<file path="config.mk">
export PLATFORM = sky130hd
export DESIGN_NAME = chunk_adder_flat
export DESIGN_NICKNAME = d
export VERILOG_FILES = /design/src/rtl/chunk_adder_if.sv /design/src/rtl/chunk_adder.sv /design/src/flat_wrapper.sv
export SDC_FILE = /design/constraint.sdc
export NUM_CORES = 1
export LEC_CHECK = 0
export CAP_MARGIN = 20
export CORE_MARGIN = 2
export CORE_UTILIZATION = 45
export CTS_CLUSTER_SIZE = 20
export DETAILED_ROUTE_END_ITERATION = 6
export PLACE_DENSITY = 0.75
export SLEW_MARGIN = 10
export SYNTH_ARGS = -nofsm -noshare
export SYNTH_HDL_FRONTEND = slang
export SYNTH_SLANG_ARGS = --single-unit
</file>
<file path="constraint.sdc">
create_clock -name clk -period 2.7 [get_ports clk]
set_input_delay 0.54 -clock clk [delete_from_list [all_inputs] [get_ports clk]]
set_output_delay 0.54 -clock clk [all_outputs]
set_load 0.02 [all_outputs]
</file>
<file path="src/rtl/chunk_adder_if.sv">
// Handshake and data bundle between a chunk_adder and its requester.
// The requester drives operands and start; the adder returns status and result.
interface chunk_adder_if #(
    parameter int WIDTH = 16
);
    logic             start;
    logic [WIDTH-1:0] inA;
    logic [WIDTH-1:0] inB;
    logic             Cin;
    logic             sub;
    logic             busy;
    logic             done;
    logic [WIDTH-1:0] outS;
    logic             Cout;
    logic             ovf;

    modport master (
        output start, inA, inB, Cin, sub,
        input  busy, done, outS, Cout, ovf
    );

    modport slave (
        input  start, inA, inB, Cin, sub,
        output busy, done, outS, Cout, ovf
    );
endinterface

</file>
<file path="src/rtl/chunk_adder.sv">
// Multi-cycle adder/subtractor: adds CHUNK bits per clock, LSB chunk first,
// with a one-cycle done pulse once all WIDTH/CHUNK chunks are written.
module chunk_adder #(
    parameter int WIDTH = 16,
    parameter int CHUNK = 4
) (
    input  logic         clk,
    input  logic         rst,
    chunk_adder_if.slave bus
);
    localparam int NCH = WIDTH / CHUNK;
    localparam int CW  = (NCH > 1) ? $clog2(NCH) : 1;

    typedef enum logic [1:0] {IDLE, BUSY, DONE} state_t;

    state_t           state;
    state_t           next_state;
    logic [CW-1:0]    cnt;
    logic [WIDTH-1:0] a_reg;
    logic [WIDTH-1:0] b_reg;
    logic [WIDTH-1:0] sum_reg;
    logic             carry;
    logic             cout_reg;
    logic             ovf_reg;

    logic             accept;
    logic             last;
    int               idx;
    logic [CHUNK-1:0] a_chunk;
    logic [CHUNK-1:0] b_chunk;
    logic [CHUNK:0]   chunk_sum;
    logic             msb_carry_in;

    assign accept = bus.start && (state != BUSY);
    assign last   = (cnt == CW'(NCH - 1));

    // NOTE: every combinational output gets a default first so no path can infer a latch.
    always_comb begin
        idx          = int'(cnt) * CHUNK;
        a_chunk      = a_reg[idx +: CHUNK];
        b_chunk      = b_reg[idx +: CHUNK];
        chunk_sum    = {1'b0, a_chunk} + {1'b0, b_chunk} + {{CHUNK{1'b0}}, carry};
        // Carry into the chunk MSB recovered from the MSB sum bit and its two operands.
        msb_carry_in = a_chunk[CHUNK-1] ^ b_chunk[CHUNK-1] ^ chunk_sum[CHUNK-1];
    end

    always_comb begin
        next_state = state;
        case (state)
            IDLE:    if (bus.start) next_state = BUSY;
            BUSY:    if (last)      next_state = DONE;
            DONE:    next_state = bus.start ? BUSY : IDLE;
            default: next_state = IDLE;
        endcase
    end

    // NOTE: sequential state uses non-blocking assignments so all registers update together.
    always_ff @(posedge clk or posedge rst) begin
        if (rst) state <= IDLE;
        else     state <= next_state;
    end

    // NOTE: every datapath register is reset, so an aborted operation leaves nothing behind.
    always_ff @(posedge clk or posedge rst) begin
        if (rst) begin
            a_reg    <= '0;
            b_reg    <= '0;
            sum_reg  <= '0;
            carry    <= 1'b0;
            cnt      <= '0;
            cout_reg <= 1'b0;
            ovf_reg  <= 1'b0;
        end else if (accept) begin
            // Subtraction is A + ~B + 1: invert B once here and seed the carry.
            a_reg <= bus.inA;
            b_reg <= bus.inB ^ {WIDTH{bus.sub}};
            carry <= bus.sub | bus.Cin;
            cnt   <= '0;
        end else if (state == BUSY) begin
            sum_reg[idx +: CHUNK] <= chunk_sum[CHUNK-1:0];
            carry                 <= chunk_sum[CHUNK];
            cnt                   <= cnt + 1'b1;
            if (last) begin
                cout_reg <= chunk_sum[CHUNK];
                ovf_reg  <= msb_carry_in ^ chunk_sum[CHUNK];
            end
        end
    end

    assign bus.busy = (state == BUSY);
    assign bus.done = (state == DONE);
    assign bus.outS = sum_reg;
    assign bus.Cout = cout_reg;
    assign bus.ovf  = ovf_reg;
endmodule

</file>
<file path="src/flat_wrapper.sv">
// flat-port wrapper written by rule: the top's interface ports become plain ports
module chunk_adder_flat 
#(
    parameter int WIDTH = 16,
    parameter int CHUNK = 4
)
  (clk, rst, bus_start, bus_inA, bus_inB, bus_Cin, bus_sub, bus_busy, bus_done, bus_outS, bus_Cout, bus_ovf);
  chunk_adder_if #(.WIDTH(WIDTH)) bus_i ();
  input  logic clk;
  input  logic rst;
  input wire logic [$bits(bus_i.start)-1:0] bus_start;
  input wire logic [$bits(bus_i.inA)-1:0] bus_inA;
  input wire logic [$bits(bus_i.inB)-1:0] bus_inB;
  input wire logic [$bits(bus_i.Cin)-1:0] bus_Cin;
  input wire logic [$bits(bus_i.sub)-1:0] bus_sub;
  output wire logic [$bits(bus_i.busy)-1:0] bus_busy;
  output wire logic [$bits(bus_i.done)-1:0] bus_done;
  output wire logic [$bits(bus_i.outS)-1:0] bus_outS;
  output wire logic [$bits(bus_i.Cout)-1:0] bus_Cout;
  output wire logic [$bits(bus_i.ovf)-1:0] bus_ovf;
  assign bus_i.start = bus_start;
  assign bus_i.inA = bus_inA;
  assign bus_i.inB = bus_inB;
  assign bus_i.Cin = bus_Cin;
  assign bus_i.sub = bus_sub;
  assign bus_busy = bus_i.busy;
  assign bus_done = bus_i.done;
  assign bus_outS = bus_i.outS;
  assign bus_Cout = bus_i.Cout;
  assign bus_ovf = bus_i.ovf;
  chunk_adder #(.WIDTH(WIDTH), .CHUNK(CHUNK)) u_core (.clk(clk), .rst(rst), .bus(bus_i));
endmodule
</file>
Yosys cells after proc, flatten, opt, wreduce, memory -nomap -nowiden
Cells that the tools add are included.

Register bits: 55. Bits of input ports: 37. Output and inout bits: 20. Word-level logic and storage cells: 43.

Add/subtract/negate cells: 4. Eq/ne operators: 6. Shift operators: 4. Multiplexer cells: 9. Bitwise operators: 6. Reduce and logical (&&, ||, !) cells: 6.

Operators with widths (number): negator 4 -> 33 bit (1); variable shift 4 x 33 -> 16 bit (first input constant) (1); indexed part select 4 x 33 -> 16 bit (1); indexed part select 16 x 5 -> 4 bit (2); bitwise mux 16 bit (1); XOR 16 bit (1); two-way mux 2 bit (4); one-hot mux 2 bit (3 select lines) (1); adder 4 x 4 -> 5 bit (1); adder 5 x 1 -> 5 bit (1); == test 2 bit (second input constant) (2); inequality test 2 x 1 -> 1 bit (second input constant) (2); AND reduction 2 bit (2); two-way mux 1 bit (3); AND reduction 3 bit (1); XOR 1 bit (3); adder 2 x 1 -> 2 bit (second input constant) (1); == test 2 x 1 -> 1 bit (second input constant) (1); zero test 2 bit (1); inequality test 2 bit (second input constant) (1); nonzero test 2 bit (1); logical AND 1 bit (1); NOT 1 bit (1); bitwise OR 1 bit (1).

Depth between registers and ports, before layout
Gate-level depths: netlist of run 1.

Word-level depth: 5. Mapped depth: 10. Depth with buffers taken out: 8.

Worst setup path after synthesis of run 1
OpenSTA, ideal clock, no wires.

Kind: reg-to-reg. Start point: register u_core.cnt[0]. End point: register u_core.sum_reg[11] (netlist: u_core.bus.outS[11]). Setup time: 0.121 ns. Arrival time: 2.428 ns. Setup slack: 0.151 ns. Stages on the path, launching flop included: 9. Path buffers: 2. Period minus slack after synthesis: 2.549 ns. Cells stage by stage: dfrtp_1 > buf_4 > buf_2 > mux4_2 > fa_1 > a21o_1 > a21oi_1 > xnor2_1 > a22o_1.

Cells in the longest elaborated chain, start to end: 5. Elaborated cells between the ends (all ways): 8.

Ends and longest elaborated chain: start, declared (RTL line chunk_adder.sv:18) `logic [CW-1:0] cnt;`; start signal, assigned (RTL line chunk_adder.sv:82) `cnt <= cnt + 1'b1;`; indexed part select 16 x 5 -> 4 bit, on equally long branches (RTL line chunk_adder.sv:40, chunk_adder.sv:41); adder 4 x 4 -> 5 bit (RTL line chunk_adder.sv:42) `chunk_sum = {1'b0, a_chunk} + {1'b0, b_chunk} + {{CHUNK{1'b0}}, carry};`; adder 5 x 1 -> 5 bit (RTL line chunk_adder.sv:42); indexed part select 4 x 33 -> 16 bit (RTL line chunk_adder.sv:80) `sum_reg[idx +: CHUNK] <= chunk_sum[CHUNK-1:0];`; bitwise mux 16 bit * (RTL line chunk_adder.sv:80); end signal, assigned by index (RTL line chunk_adder.sv:80); end, declared (RTL line chunk_adder.sv:21) `logic [WIDTH-1:0] sum_reg;`.

Mark *: on every way between the ends. The rest lies on a longest branch, timed or not. A chain may end at the register's enable or synchronous reset.

Final worst setup path of run 1
Same ends and word-level chain as after synthesis.

==> impl_metrics.toml, run 1 <==
[cts]
cts-root-buf = "clkbuf_8"
htree_levels = 2
ctsHoldBuffers = 0
clk_pin_slew_ps = 90
post-cts-setup-buffers = 0
cts_num_sinks = 55
cts_tree = "yes"
clockBufferDepth = 2
numCtsBuffers = 5
cts-resized-gates = 0
insertion_delay_ps = 310

[worst_hold_path]
min_path_type = "reg2reg"

[sta]
timing.fmax_mhz = 406
clock_skew_ps = 4.25
finalSetupViolCount = 0
tightest_slew_ps = 558
period_needed_ps = 2460
relSlewSlack = 0.627
min_period_over_period = 0.912
holdWs_ps = 484
setup_tns_ps = 0
rsz0062_at_grt = "false"
slew_viol_final = 0
hold_viol_final = 0

[route]
via_per_inst = 5.10
wirelength_met1_mm = 2.08
drc = 0
routed-wl-met3_um = 276
top_layer_used = "met4"
wl_met2_mm = 2.61
wl_mm = 5.02
antenna_left = 0
drtIter0Drc = 60
drt_pre_antenna_iters = 4
wl_per_cell_um = 14.1
route.vias.total = 1822

[logic_synthesis]
synthFlopType = "dfrtp_1"
synth_cell_type_count = 34
synth_fa_ha_area_frac = 0.0573
avgSynthCellArea_um2 = 11.9
synthMuxAreaShare = 0.140
synth_compound_area_frac = 0.0935
synthTopCellsByArea = "dfrtp_1 (52%), mux2_2 (7.2%), mux4_2 (6.8%)"
seq_area_frac_synth = 0.517
synth_top_family_by_area = "multiplexers"
yosys.area_share.simple = 0.0968
synth_largest_area_cell = "dfrtp_1"
synth_cells = 223
ys_ff_latch = 55
synth_top_area_frac = 0.517
yosys_warnings = 0
synth_edf_count = 0
synth.cell_area_um2 = 2660
synth_xor_area_frac = 0.0625
syn_nets = 271
synth-async-reset-ratio = 1.00

[pwr]
power_mw = 4.09
p_leak_nw = 1.47
ir_drop_mv = 0.630
powerDensity_nw_per_um2 = 1200

[critical_path]
worstSetupPathType = "reg2reg"
critPathMaxFanout = 6
crit_family = "compound AO/OA/AOI/OAI gates"
cp.arrival_ps = 2670
startpoint_type = "flip-flop"
slowest_delay_ps = 560
crit_path_end_kind = "flip-flop"
cp_slowest_cell = "mux4_2"
required_ps = 2900
crit_path_cell_trace = "mux4_2, fa_1, a21o_1, a21oi_1, xnor2_1, a22o_1"
cp_num_buf_inv = 0

[place]
io_buffers = 56
place_congestion = 0.847
placed_cells = 349

[die]
die_x_um = 80.9
core_um2 = 5820
pin_count = 57
start_util = 0.458
die_area_um2 = 6550
die_y_um = 80.9
rows = 28

[global_route]
antenna_found_initial = 0
grt_max_degree = 49
grt-ovfl-total = 0
grt_pass1_wl_mm = 8.38
track_usage = 0.169
first_global_vias = 1851

[status]
outcome = "completed"

[cells_and_area]
antenna_cells = 0
syn2layout_area_growth_pct = 28.2
drive_gt1_frac = 0.156
fin_nets = 329
stdcell_count = 357

[run]
drv_cap = 0
==> per-layer routing <==
| layer | GRT usage | up-vias |
|---|---|---|
| li1 | - | 885 |
| met1 | 0.205 | 872 |
| met2 | 0.298 | 55 |
| met3 | 0.0278 | 10 |
| met4 | 0.0729 | 0 |
| met5 | 0 | - |
==> where the power goes <==
part | internal (mW) | total, mW | switching (mW)
sequential | 1.19 | 1.43 | 0.243
combinational | 1.06 | 2.22 | 1.16
clock | 0.183 | 0.439 | 0.256
==> Yosys cell counts (3+ instances only) <==
master    n
dfrtp_1  55
o21ai_0  25
inv_1     8
nand2_1  33
xnor2_1  17
nor2_1    3
ha_1      9
mux4_2    8
buf_2     8
nand4_1   3
mux2_2   17
a22o_1    8
==> metrics by stage <==
| stage | setup WS (ps) | instance area (um^2) | utilization |
|---|---|---|---|
| 3_5_place_dp | 258 | 3330 | 0.573 |
| 3_3_place_gp | 317 | 3330 | 0.573 |
| 4_1_cts | 242 | 3410 | 0.587 |
| 6_report | 237 | 3410 | 0.587 |
| 2_1_floorplan | 151 | 2660 | - |
| 5_1_grt | 94.0 | 3410 | 0.587 |
==> worst paths after layout <==
| check | from | to | slack [ps] | cells after the start |
|---|---|---|---|---|
| worst max-delay path | u_core.cnt[0]$_DFFE_PP0P_ | u_core.bus.outS[11]$_DFFE_PP0P_ | 240 | 6 |
| worst min-delay path | u_core.b_reg[3]$_DFFE_PP0P_ | u_core.b_reg[3]$_DFFE_PP0P_ | 480 | 2 |
| worst max register to register | u_core.cnt[0]$_DFFE_PP0P_ | u_core.bus.outS[11]$_DFFE_PP0P_ | 240 | 6 |
| worst min register to register | u_core.b_reg[3]$_DFFE_PP0P_ | u_core.b_reg[3]$_DFFE_PP0P_ | 480 | 2 |
| max in group asynchronous | rst | u_core.b_reg[9]$_DFFE_PP0P_ | 1550 | 3 |
| min in group asynchronous | rst | u_core.bus.outS[9]$_DFFE_PP0P_ | 600 | 2 |
==> cells in the final DEF, fill, tap and decap left out, types with 2 or more instances in the layout <==
master | Yosys | layout
nand4_1 | 3 | 3
buf_12 | 0 | 2
buf_4 | 1 | 4
clkinv_2 | 1 | 2
nor2_1 | 3 | 3
nand2b_1 | 2 | 2
clkbuf_8 | 0 | 5
nand2_1 | 33 | 33
nor3_1 | 2 | 2
xnor2_1 | 17 | 17
clkdlybuf4s50_1 | 0 | 56
xor2_1 | 2 | 2
fa_1 | 2 | 2
o21ai_0 | 25 | 25
o21ai_2 | 2 | 2
ha_1 | 9 | 9
dfrtp_1 | 55 | 55
clkbuf_1 | 2 | 2
a22o_1 | 8 | 8
inv_1 | 8 | 7
a21oi_1 | 2 | 2
mux2_2 | 17 | 17
mux4_2 | 8 | 8
==> cell families (layout without fill, tap and decap cells) <==
kind of cell | after synthesis | count (layout)
and+or+nand+nor | 52 | 52
buffers and inverters | 20 | 79
AOI/OAI and AO/OA | 41 | 41
DFF | 55 | 55
xor gates and xnor gates | 19 | 19
adders and majority gates | 11 | 11
muxes | 25 | 25
==> area by class of cell <==
type	instances	area [um^2]
inverter	9	35.0
fill	519	2400
sequential	55	1380
timing repair buffer	62	631
clock inverter	1	5.00
tap	75	93.8
multi-input combinational	148	1200
clock buffer	7	76.3
==> tightest hold or removal path, cell delays in order (launching register included) <==
cell     delay, ps
dfrtp_1        350
nand2_1         40
o21ai_0         60
Power figures use the tool's default switching activity.
==> run 2, diff against run 1 <==
Settings changed: CAP_MARGIN 20 to unset, CORE_MARGIN 2 to unset, TNS_END_PERCENT set to 1.
==> run 2 against run 1 <==
Against the previous run:
- global-route usage grew 0.96 points
- design area grew 1.4%
- clock power grew 27%
- hold slack lost 0.76 ps
- die area shrank 4.9%
- register-to-register slack lost 70 ps
- clock skew grew 3.1 ps
- critical path depth is the same
- combinational power grew 4%
- power grew 5.3%
- utilization grew 3.0 points
- largest power group unchanged
- highest routed layer unchanged
==> impl_metrics.toml, run 2 (synthesized netlist as in run 1, its figures left out) <==
[route]
wl_mm = 4.87
wl_per_cell_um = 13.7
drtIter0Drc = 59
drt_pre_antenna_iters = 4
via_per_inst = 5.06
drc = 0
antenna_left = 0
route.vias.total = 1797

[cells_and_area]
syn2layout_area_growth_pct = 30.0
register_area_um2 = 1380
drive_gt1_frac = 0.170
antenna_cells = 0
multi_input_area_um2 = 1200
fillCellCount = 483
final_common_cell = "clkdlybuf4s50_1"
final_cell_mix = "clkdlybuf4s50_1 (56), dfrtp_1 (55), nand2_1 (33), o21ai_0 (25)"
fin_nets = 330
fin_area_um2 = 3460

[sta]
holdWs_ps = 483
period_needed_ps = 2540
timing.fmax_mhz = 394
slew_viol_final = 0
relSlewSlack = 0.644
rsz0062_at_grt = "false"
min_period_over_period = 0.940
setup_tns_ps = 0
hold_viol_final = 0
tightest_slew_ps = 533
clock_skew_ps = 7.35
finalSetupViolCount = 0

[die]
die_y_um = 78.9
die_x_um = 78.9
start_util = 0.475
rows = 27
core_um2 = 5610
pin_count = 57
die_area_um2 = 6230

[pwr]
ir_drop_mv = 0.616
clockPowerShare = 0.129
switching_power_mw = 1.72
switching_share = 0.400
intPower_mw = 2.58
pwr-share-comb = 0.538
powerDensity_nw_per_um2 = 1240
pwr-share-seq = 0.333
p_leak_nw = 1.49

[status]
outcome = "completed"

[cts]
clk_pin_slew_ps = 100
cts-root-buf = "clkbuf_8"
ctsHoldBuffers = 0
cts_num_sinks = 55
htree_levels = 2
clockBufferDepth = 2
insertion_delay_ps = 300
cts_tree = "yes"
numCtsBuffers = 5

[place]
place_congestion = 0.830
dp_hpwl_mm = 3.78
io_buffers = 56
placed_area_um2 = 3340

[critical_path]
crit_path_end_kind = "flip-flop"
cp.arrival_ps = 2730
r2r-start = "u_core.cnt[0]$_DFFE_PP0P_"
startpoint_type = "flip-flop"
rrSetupSlack_ps = 160
critPathMaxFanout = 7
required_ps = 2900
slowest_delay_ps = 570
worstSetupPathType = "reg2reg"
cp_slowest_cell = "mux4_2"
r2r_cells = 6
crit_path_cell_trace = "mux4_2, fa_1, a21o_1, a21oi_1, xnor2_1, a22o_1"
reg2reg_to = "u_core.bus.outS[7]$_DFFE_PP0P_"

[global_route]
track_usage = 0.179
grt-ovfl-total = 0
antenna_found_initial = 0
first_global_vias = 1859
grt_max_degree = 49
grt_pass1_wl_mm = 8.62

[worst_hold_path]
holdPathStages = 2
min_from = "u_core.bus.outS[13]$_DFFE_PP0P_"
min_path_type = "reg2reg"
hold_path_end = "u_core.bus.outS[13]$_DFFE_PP0P_"

[run]
drv_cap = 0
-- run 2: cell types whose count changed in the layout (fill, tap and decap cells not counted), sizes merged --
cell    before  now
bufinv       0    1
clkbuf       7    6
buf          6    7
-- run 2: worst max-delay path by stage --
stage / from / to / slack (ps) / cells after the start
3_5_place_dp: u_core.cnt[0]$_DFFE_PP0P_ / u_core.bus.outS[7]$_DFFE_PP0P_ / 210 / 6
5_1_grt: u_core.cnt[0]$_DFFE_PP0P_ / u_core.bus.Cout$_DFFE_PP0P_ / 50 / 7
6_report: u_core.cnt[0]$_DFFE_PP0P_ / u_core.bus.outS[7]$_DFFE_PP0P_ / 160 / 6
2_1_floorplan: u_core.cnt[0]$_DFFE_PP0P_ / u_core.bus.outS[11]$_DFFE_PP0P_ / 150 / 8
3_3_place_gp: u_core.cnt[0]$_DFFE_PP0P_ / u_core.bus.outS[11]$_DFFE_PP0P_ / 280 / 6
4_1_cts: u_core.cnt[0]$_DFFE_PP0P_ / u_core.bus.outS[7]$_DFFE_PP0P_ / 150 / 6
-- run 2: layer usage --
metal  wire length (um)  up-vias  track usage
met5                  0        -            0
met4                115        0       0.0636
met3                180       12       0.0379
met2               2390       58        0.296
met1               2180      840        0.233
li1                   -      887            -
-- run 2: worst max-delay path, delay by kind of cell, from the launching register on --
kind / cells / cell delay (ps)
AO/OA/AOI/OAI: 3 / 700
multiplexers: 1 / 570
adder cells (fa/ha/maj): 1 / 420
XOR/XNOR: 1 / 190
flip-flops: 1 / 540
-- run 2: metrics by stage --
| stage | power (mW) | setup slack (ps) | util | cells |
|---|---|---|---|---|
| 4_1_cts | 4.30 | 145 | 0.616 | 355 |
| 6_report | 4.30 | 163 | 0.617 | 355 |
| 3_5_place_dp | 3.74 | 214 | 0.595 | 347 |
| 2_1_floorplan | 2.99 | 151 | - | 223 |
| 3_3_place_gp | 3.67 | 282 | 0.595 | 347 |
| 5_1_grt | 4.65 | 47.1 | 0.617 | 355 |
-- run 2: repair_timing --
action / 4_1_cts / 5_1_grt
buffers inserted: 0 / 0
setup endpoints to repair: 0 / 1
gates resized for setup: 0 / 1
-- run 2: cell type report --
cell class              count  share of cell area
clock inverters             2              0.0101
well taps                  72              0.0260
clock buffers               6              0.0239
inverters                   9              0.0101
multi-input cells         148               0.348
flip-flops and latches     55               0.398
repair buffers             63               0.184
-- run 2: power by group through the flow --
stage | clock network (mW) | registers (mW) | logic [mW]
finish | 0.557 | 1.43 | 2.31
global route | 0.607 | 1.48 | 2.56
CTS | 0.572 | 1.44 | 2.29
global placement | 0 | 1.44 | 2.23
detailed placement | 0 | 1.46 | 2.28
floorplan | 0 | 1.46 | 1.53
==> run 3, diff against run 2 <==
Settings changed: ABC_AREA set to 1, PLACE_DENSITY 0.75 to 0.74.
==> run 3 against run 2 <==
Against the previous run:
- critical path depth increased by 3
- area after synthesis grew 4.7%
- global-route usage is 2.4 points higher
- sequential power about the same
- combinational power about the same
- setup slack better by 94 ps
- clock power decreased by 23%
- die area grew 4.5%
- register-to-register slack better by 90 ps
- maximum frequency increased by 3.8%
- sequential share of layout area decreased by 0.27 points
- critical path type unchanged
- highest routed layer unchanged
==> impl_metrics.toml, run 3 <==
[run]
drv_cap = 0

[die]
rows = 28
die_x_um = 80.7
core_um2 = 5960
die_area_um2 = 6510
start_util = 0.468
pin_count = 57
die_y_um = 80.7

[sta]
relSlewSlack = 0.544
setup_tns_ps = 0
clock_skew_ps = 7.74
rsz0062_at_grt = "false"
timing.fmax_mhz = 409
finalSetupViolCount = 0
period_needed_ps = 2440
tightest_slew_ps = 683
hold_viol_final = 0
min_period_over_period = 0.905
worst_slack_ps = 257
slew_viol_final = 0

[logic_synthesis]
seq_area_frac_synth = 0.494
synth_most_common_cell = "nand2_1"
synth.cell_area_um2 = 2790
synth_edf_count = 0
syn_nets = 369
synthTopCellsByArea = "dfrtp_1 (49%), nand2_1 (14%), o21ai_0 (5.9%)"
avgSynthCellArea_um2 = 8.68
synth-async-reset-ratio = 1.00
synthFlopType = "dfrtp_1"
synthTopCellsByCount = "nand2_1 (103), dfrtp_1 (55), o21ai_0 (33)"
ys_ff_latch = 55
yosys_warnings = 0
synth_cells = 321
synth_largest_area_cell = "dfrtp_1"
synth_cell_type_count = 30
synth_top_area_frac = 0.494

[critical_path]
crit_path_end_kind = "flip-flop"
critPathMaxFanout = 24
startpoint_type = "flip-flop"
required_ps = 2920
cp.arrival_ps = 2670
worstSetupPathType = "reg2reg"

[global_route]
track_usage = 0.203
grt_pass1_wl_mm = 10.0
grt-ovfl-total = 0
antenna_found_initial = 0
grt_max_degree = 49
first_global_vias = 2199

[place]
placed_area_um2 = 3400
place_congestion = 0.888
dp_hpwl_mm = 4.43
io_buffers = 56
pre_cts_ws_ps = 298

[cells_and_area]
fin_area_um2 = 3490
final_common_cell = "nand2_1"
fin_nets = 423
antenna_cells = 0
drive_gt1_frac = 0.0638
syn2layout_area_growth_pct = 25.0
fillCellCount = 549
final_cell_mix = "nand2_1 (103), clkdlybuf4s50_1 (56), dfrtp_1 (55), o21ai_0 (33), inv_1 (23)"

[cts]
cts-resized-gates = 0
htree_levels = 2
post-cts-setup-buffers = 0
ctsHoldBuffers = 0
cts_tree = "yes"
clockBufferDepth = 2
numCtsBuffers = 5
cts_num_sinks = 55
cts-root-buf = "clkbuf_8"
clk_pin_slew_ps = 90
insertion_delay_ps = 300

[route]
drc = 0
wl_mm = 5.88
drt_pre_antenna_iters = 5
route.vias.total = 2243
wl_per_cell_um = 13.0
drtIter0Drc = 94
via_per_inst = 4.97
antenna_left = 0

[worst_hold_path]
min_path_type = "reg2reg"

[pwr]
p_leak_nw = 1.64
ir_drop_mv = 0.527
powerDensity_nw_per_um2 = 1180

[status]
outcome = "completed"
[run 3: per-layer routing]
metal  up-vias  share of wire  GRT usage
li1       1133              -          -
met1      1035           0.46      0.254
met2        65           0.48      0.352
met3        10          0.043     0.0409
met4         0          0.014     0.0589
met5         -              0          0
[run 3: worst paths after layout]
check	end	depth (start not counted)	slack, ps	start
hold reg to reg	u_core.a_reg[4]$_DFFE_PP0P_	2	480	u_core.a_reg[4]$_DFFE_PP0P_
min in group asynchronous	u_core.b_reg[4]$_DFFE_PP0P_	2	600	rst
setup / recovery	u_core.bus.outS[13]$_DFFE_PP0P_	9	260	u_core.cnt[0]$_DFFE_PP0P_
hold / removal	u_core.a_reg[4]$_DFFE_PP0P_	2	480	u_core.a_reg[4]$_DFFE_PP0P_
setup reg to reg	u_core.bus.outS[13]$_DFFE_PP0P_	9	260	u_core.cnt[0]$_DFFE_PP0P_
max in group asynchronous	u_core.a_reg[8]$_DFFE_PP0P_	3	1540	rst
[run 3: critical path, cell delays in order, from the launching register on]
cell and delay, ps:
dfrtp_1 380, buf_4 210, o21ai_0 220, o22ai_1 130, fa_1 440, inv_1 100, fa_1 430, nor2_1 160
nand2_1 90, o21ai_0 190
[run 3: cells by family (layout without fill, tap and decap cells)]
logic type               after synthesis  after routing  synth area share
AO/OA/AOI/OAI                         61             61             0.124
XOR/XNOR                              17             17            0.0534
adder cells (fa/ha/maj)               11             11            0.0548
buffers and inverters                 41             96            0.0678
flip-flops                            55             55             0.494
AND/OR/NAND/NOR                      136            136             0.206
[run 3: area by class of cell]
| cell class | instances | area, um^2 | share of cell area |
|---|---|---|---|
| clock buffer | 7 | 76.3 | 0.0219 |
| clock inverter | 1 | 5.00 | 0.00144 |
| inverter | 27 | 101 | 0.0291 |
| multi-input combinational | 225 | 1220 | 0.351 |
| sequential | 55 | 1380 | 0.395 |
| tap | 75 | 93.8 | 0.0269 |
| timing repair buffer | 61 | 611 | 0.175 |
[run 3: through the flow]
| stage | hold slack, ps | utilization | total power, mW | cells |
|---|---|---|---|---|
| finish | 475 | 0.585 | 4.11 | 451 |
| global route | 506 | 0.585 | 4.53 | 451 |
| CTS | 479 | 0.585 | 4.12 | 451 |
| detailed placement | 456 | 0.572 | 3.67 | 443 |
| global placement | 455 | 0.572 | 3.58 | 443 |
| floorplan | 437 | - | 2.98 | 321 |
[run 3: report_power, final]
part           leakage [nW]  internal (mW)  switching, mW
registers             0.701           1.18          0.219
logic                 0.898          0.861           1.42
clock network        0.0422          0.183          0.248
total                  1.64           2.22           1.88
